### src/rtl/instruction_fetch_if.sv
// Fetch-unit bundle: redirect input, instruction-memory read port and decoder handshake.
// master = fetch unit, slave = memory/decoder/branch environment.
interface instruction_fetch_if;
  logic        redirect_valid;
  logic [31:0] redirect_pc;
  logic        imem_req;
  logic [31:0] imem_addr;
  logic        imem_rvalid;
  logic [31:0] imem_rdata;
  logic        instr_valid;
  logic        instr_ready;
  logic [31:0] instruction;
  logic [31:0] instr_pc;

  modport master (
    input  redirect_valid, redirect_pc, imem_rvalid, imem_rdata, instr_ready,
    output imem_req, imem_addr, instr_valid, instruction, instr_pc
  );
  modport slave (
    output redirect_valid, redirect_pc, imem_rvalid, imem_rdata, instr_ready,
    input  imem_req, imem_addr, instr_valid, instruction, instr_pc
  );
endinterface

### src/rtl/instruction_fetch.sv
// Instruction fetch: PC + single-outstanding word reads, 2-entry {pc,instr} FIFO to the decoder.
// Redirect flushes the FIFO and drains any in-flight response.
module instruction_fetch #(
  parameter logic [31:0] RESET_PC  = 32'h0000_0000,
  parameter logic [31:0] NOP_INSTR = 32'h0000_0013
) (
  input logic                 clk,
  input logic                 rst_n,
  instruction_fetch_if.master bus_io
);
  typedef enum logic [2:0] {IDLE, REQ, WAIT, HOLD, DRAIN} state_e;

  state_e      state_q, state_d;
  logic [31:0] pc_q, pc_d, addr_q, addr_d;
  logic [1:0]  cnt_q, cnt_d;
  logic        rd_ptr_q, rd_ptr_d, wr_ptr_q, wr_ptr_d;
  logic [31:0] fifo_pc_q  [2];
  logic [31:0] fifo_ins_q [2];
  logic        redir, push, pop;

  always_comb begin
    redir    = bus_io.redirect_valid;
    pop      = (cnt_q != 2'd0) && bus_io.instr_ready && !redir;
    push     = (state_q == WAIT) && bus_io.imem_rvalid && !redir;
    cnt_d    = cnt_q + {1'b0, push} - {1'b0, pop};
    rd_ptr_d = rd_ptr_q ^ pop;
    wr_ptr_d = wr_ptr_q ^ push;
    state_d  = state_q;
    pc_d     = pc_q;
    case (state_q)
      IDLE:    state_d = REQ;
      REQ:     state_d = WAIT;
      WAIT:    if (bus_io.imem_rvalid) begin
                 pc_d    = pc_q + 32'd4;
                 state_d = (cnt_d < 2'd2) ? REQ : HOLD;
               end
      HOLD:    if (cnt_d < 2'd2) state_d = REQ;
      DRAIN:   if (bus_io.imem_rvalid) state_d = REQ;
      default: state_d = IDLE;
    endcase
    // Redirect wins over everything; go through DRAIN only if a response is still owed.
    if (redir) begin
      pc_d     = {bus_io.redirect_pc[31:2], 2'b00};
      cnt_d    = 2'd0;
      rd_ptr_d = 1'b0;
      wr_ptr_d = 1'b0;
      if (state_q == REQ ||
          ((state_q == WAIT || state_q == DRAIN) && !bus_io.imem_rvalid))
        state_d = DRAIN;
      else
        state_d = REQ;
    end
    // Address register only moves when a new request is about to issue.
    addr_d = (state_d == REQ) ? pc_d : addr_q;
  end

  always_ff @(posedge clk or negedge rst_n) begin
    if (!rst_n) begin
      state_q  <= IDLE;
      pc_q     <= RESET_PC;
      addr_q   <= RESET_PC;
      cnt_q    <= 2'd0;
      rd_ptr_q <= 1'b0;
      wr_ptr_q <= 1'b0;
    end else begin
      state_q  <= state_d;
      pc_q     <= pc_d;
      addr_q   <= addr_d;
      cnt_q    <= cnt_d;
      rd_ptr_q <= rd_ptr_d;
      wr_ptr_q <= wr_ptr_d;
    end
  end

  always_ff @(posedge clk) begin
    if (push) begin
      fifo_pc_q[wr_ptr_q]  <= pc_q;
      fifo_ins_q[wr_ptr_q] <= bus_io.imem_rdata;
    end
  end

  assign bus_io.imem_req    = (state_q == REQ);
  assign bus_io.imem_addr   = addr_q;
  assign bus_io.instr_valid = (cnt_q != 2'd0);
  assign bus_io.instruction = (cnt_q != 2'd0) ? fifo_ins_q[rd_ptr_q] : NOP_INSTR;
  assign bus_io.instr_pc    = (cnt_q != 2'd0) ? fifo_pc_q[rd_ptr_q]  : 32'h0;
endmodule

### src/flat_wrapper.sv
// flat-port wrapper written by rule: the top's interface ports become plain ports
module instruction_fetch_flat 
#(
  parameter logic [31:0] RESET_PC  = 32'h0000_0000,
  parameter logic [31:0] NOP_INSTR = 32'h0000_0013
)
  (clk, rst_n, bus_io_redirect_valid, bus_io_redirect_pc, bus_io_imem_rvalid, bus_io_imem_rdata, bus_io_instr_ready, bus_io_imem_req, bus_io_imem_addr, bus_io_instr_valid, bus_io_instruction, bus_io_instr_pc);
  instruction_fetch_if bus_io_i ();
  input logic clk;
  input logic rst_n;
  input wire logic [$bits(bus_io_i.redirect_valid)-1:0] bus_io_redirect_valid;
  input wire logic [$bits(bus_io_i.redirect_pc)-1:0] bus_io_redirect_pc;
  input wire logic [$bits(bus_io_i.imem_rvalid)-1:0] bus_io_imem_rvalid;
  input wire logic [$bits(bus_io_i.imem_rdata)-1:0] bus_io_imem_rdata;
  input wire logic [$bits(bus_io_i.instr_ready)-1:0] bus_io_instr_ready;
  output wire logic [$bits(bus_io_i.imem_req)-1:0] bus_io_imem_req;
  output wire logic [$bits(bus_io_i.imem_addr)-1:0] bus_io_imem_addr;
  output wire logic [$bits(bus_io_i.instr_valid)-1:0] bus_io_instr_valid;
  output wire logic [$bits(bus_io_i.instruction)-1:0] bus_io_instruction;
  output wire logic [$bits(bus_io_i.instr_pc)-1:0] bus_io_instr_pc;
  assign bus_io_i.redirect_valid = bus_io_redirect_valid;
  assign bus_io_i.redirect_pc = bus_io_redirect_pc;
  assign bus_io_i.imem_rvalid = bus_io_imem_rvalid;
  assign bus_io_i.imem_rdata = bus_io_imem_rdata;
  assign bus_io_i.instr_ready = bus_io_instr_ready;
  assign bus_io_imem_req = bus_io_i.imem_req;
  assign bus_io_imem_addr = bus_io_i.imem_addr;
  assign bus_io_instr_valid = bus_io_i.instr_valid;
  assign bus_io_instruction = bus_io_i.instruction;
  assign bus_io_instr_pc = bus_io_i.instr_pc;
  instruction_fetch #(.RESET_PC(RESET_PC), .NOP_INSTR(NOP_INSTR)) u_core (.clk(clk), .rst_n(rst_n), .bus_io(bus_io_i));
endmodule
### config.mk
export PLATFORM = sky130hd
export DESIGN_NAME = instruction_fetch_flat
export DESIGN_NICKNAME = d
export VERILOG_FILES = /design/src/rtl/instruction_fetch_if.sv /design/src/rtl/instruction_fetch.sv /design/src/flat_wrapper.sv
export SDC_FILE = /design/constraint.sdc
export NUM_CORES = 1
export LEC_CHECK = 0
export BUFFER_PORTS_ARGS = -buffer_cell sky130_fd_sc_hd__buf_2
export CELL_PAD_IN_SITES_DETAIL_PLACEMENT = 1
export CELL_PAD_IN_SITES_GLOBAL_PLACEMENT = 1
export CORE_MARGIN = 5
export CORE_UTILIZATION = 40
export DETAILED_ROUTE_END_ITERATION = 8
export GPL_TIMING_DRIVEN = 0
export PLACE_DENSITY = 0.75
export SLEW_MARGIN = 10
export SYNTH_ARGS = -nofsm -noshare
export SYNTH_HDL_FRONTEND = slang
export SYNTH_SLANG_ARGS = --single-unit
### constraint.sdc
create_clock -name clk -period 5.2 [get_ports clk]
set_input_delay 0.78 -clock clk [delete_from_list [all_inputs] [get_ports clk]]
set_output_delay 0.78 -clock clk [all_outputs]
set_load 0.005 [all_outputs]
==> results.txt <==
Post-synth ARST share: 0.3568
GR Overflow Total: 0
H-tree depth: 4
Die height: 154.3 um
Fin Clk Skew: 0.01295 ns
TritonCTS clock tree: done
Detail Placement HPWL: 15.60 mm
Clock slew seen by the registers of the worst setup and hold paths: 0.08 ns
Crit-path slowest cell: clkbuf_1
Met2 Track Usage GR: 0.3109
CP top delay family: buffers and inverters
Met3 usage: 0.04666
DRC: 0
Post-route cell area: 10230 um2
Port bufs: 164
First-pass GRT wire length: 33.78 mm
# rows: 52
Met1 Use GR: 0.2250
Synth-to-Final Area Change: 22.74%
CP required: 5.51 ns
Critical path type: primary input to register
# diodes: 0
Antenna-violating nets left: 0
Most frequent cells in the layout: buf_2 (166), edfxtp_1 (128), nor2_1 (81)
Most common cell after layout, fill and taps aside: buf_2
Shortest period the worst path allows: 4.279 ns
Total clock sinks: 199
Via count: 5623
Synth Warn #: 0
Run status: finished clean
Final worst slack: 0.9212 ns
Fmax: 233.7 MHz
Clock Latency Late Sink: 0.43 ns
Die X-Extent: 154.3 um
EDFF count, synth: 128
Buf/Inv on CP: 6
Setup TNS: 0 ns
Synthesized area: 8332 um2
Final Hold Vio Count: 0
Largest cells by area after synthesis: edfxtp_1 (46%), dfrtp_1 (21%), mux2i_1 (7.8%), mux2_2 (4.2%), nor2_1 (3.6%)
Fillers: 2118
Placer Congestion: 0.8335
Top Usage Layer GRT: met2
VDD IR max: 0.2681 mV
Share of layout cells above drive strength 1: 0.3045
Placed inst area: 9607 um2
Die area: 23820 um2
Initial Util: 0.4091
Vias in the first global route: 6189
Drt total wl: 21.50 mm
Largest net degree at the start of global routing: 46
Worst-margin pin slew: 0.8661 ns
Yosys reg bits: 199
Worst Path Arrival: 4.59 ns
Hold Buf Count CTS: 0
Core Area: 20360 um2
Max_cap viols: 0
Worst path most repeated cell: clkbuf_1
Setup Buffers After CTS: 0
Max incr delay on CP: 0.70 ns
Root Buffer: clkbuf_16
Clock Path Buffers: 2
Crit. End Element: register
CP startpoint kind: primary input
Wire per inst: 20.13 um
Detailed Route Iter0 Violations: 308
Synth top area share: 0.4613
Hold slack: 0.2787 ns
Slew Limit Fails: 0
IO Count: 167
Via density: 5.265
Syn Area/Cell: 13.91 um2
CP max FO: 10
Leakage: 0.003886 uW
Crit-path cells: buf_2 > clkbuf_1 > clkbuf_1 > nor2_1 > ha_1 > inv_1 > ha_1 > xnor2_1 > xnor2_1 > a311o_1 > clkbuf_1 > clkbuf_1 > mux2_2
Worst Hold Class: primary input to asynchronous set/reset pin
Number of library cell types mapped by synthesis: 50
Top cell type by total area after synthesis: edfxtp_1
Pre-CTS setup slack: 0.4180 ns
Initial antenna violation count: 0
Nets: 859
Rel. slew slack: 0.4178
Ys flop type: edfxtp_1
PD cells: 421.7 nW/um2
Drt pass-1 iters: 5
Syn Nets: 673
Final setup viols: 0
Num CTS Buffers: 17
Tot GR Track Use: 0.1811
Final Power: 4313 uW
Register area share after synthesis: 0.6746
Final Cycle Share: 0.8228
Post-CTS Resized: 0
Post-Synthesis Cells: 599
RSZ-0062 raised after global routing: no
## cell type report
cell class,instances,area [um2],area share
repair buffers,167,905.9,0.08858
inverters,6,22.52,0.002202
well taps,270,337.8,0.03304
clock inverters,13,186.4,0.01823
multi-input cells,363,2585,0.2528
clock buffers,19,432.9,0.04233
plain buffers,31,135.1,0.01321
flip-flops and latches,199,5620,0.5496
## power by group
part / total [uW] / switching, uW / internal, uW
Clock: 1370 / 595 / 774
Sequential: 2010 / 132 / 1880
Combinational: 932 / 483 / 449
Total: 4310 / 1210 / 3100
## logic make-up (layout without fill, tap and decap cells)
kind of cell,count (synthesis),after routing,share of synthesized area
simple gates,186,186,0.1119
compound gates,59,59,0.04866
xor+xnor,15,15,0.01577
fa+ha+maj,5,5,0.007509
flops,199,199,0.6746
mux,98,98,0.1227
buf+inv,37,236,0.01892
## path summary, 6_finish.rpt
| kind | start | to | slack, ns | cells after the start |
|---|---|---|---|---|
| hold reg to reg | u_core.pc_q[1]$_DFF_PN0_ | u_core.fifo_pc_q[1][1]$_DFFE_PP_ | 0.47 | 0 |
| setup / recovery | bus_io_redirect_valid | u_core.bus_io.imem_addr[31]$_DFFE_PN0N_ | 0.92 | 13 |
| hold / removal | rst_n | u_core.bus_io.imem_addr[28]$_DFFE_PN0N_ | 0.28 | 1 |
| setup reg to reg | u_core.cnt_q[1]$_DFF_PN0_ | u_core.bus_io.imem_addr[31]$_DFFE_PN0N_ | 0.97 | 13 |
| min in group clk | u_core.pc_q[1]$_DFF_PN0_ | u_core.fifo_pc_q[1][1]$_DFFE_PP_ | 0.47 | 0 |
| max in group asynchronous | rst_n | u_core.pc_q[2]$_DFF_PN0_ | 4.35 | 2 |
## flip-flops by register name, summed over array words and instances (netlist names)
register / cells
u_core.bus_io.imem_addr: 32
u_core.wr_ptr_q: 1
u_core.fifo_pc_q: 64
u_core.pc_q: 32
u_core.cnt_q: 2
u_core.fifo_ins_q: 64
u_core.state_q: 3
u_core.rd_ptr_q: 1
## cell usage after synthesis, types with 2 or more instances
library cell / instances
a21oi_1: 2
a221o_1: 4
a22oi_1: 7
a31oi_1: 7
and3_1: 5
and4_1: 5
buf_1: 3
buf_2: 3
buf_6: 2
clkbuf_1: 23
dfrtp_1: 71
edfxtp_1: 128
ha_1: 5
inv_1: 6
mux2_1: 2
mux2_2: 31
mux2i_1: 65
nand2_1: 28
nand3_1: 14
nand4_1: 11
nor2_1: 81
nor2b_1: 10
nor3_1: 3
nor4_1: 5
o211ai_1: 6
o21ai_0: 18
o31ai_1: 5
o41ai_1: 2
or2_2: 2
or3_1: 8
or4_1: 5
xnor2_1: 8
xor2_1: 7
## per-stage QoR
stage | util | std cells
after floorplan | - | 599
after global placement | 0.4660 | 1033
after detailed placement | 0.4717 | 1036
final | 0.5022 | 1068
after CTS | 0.5022 | 1068
after global routing | 0.5022 | 1068
## metal layers
metal	wire length, um	vias up
met4	321	0
met1	9010	2814
met3	1353	26
met5	0	-
met2	10820	192
li1	-	2591
Note: power is estimated with default switching activity, not from simulation.
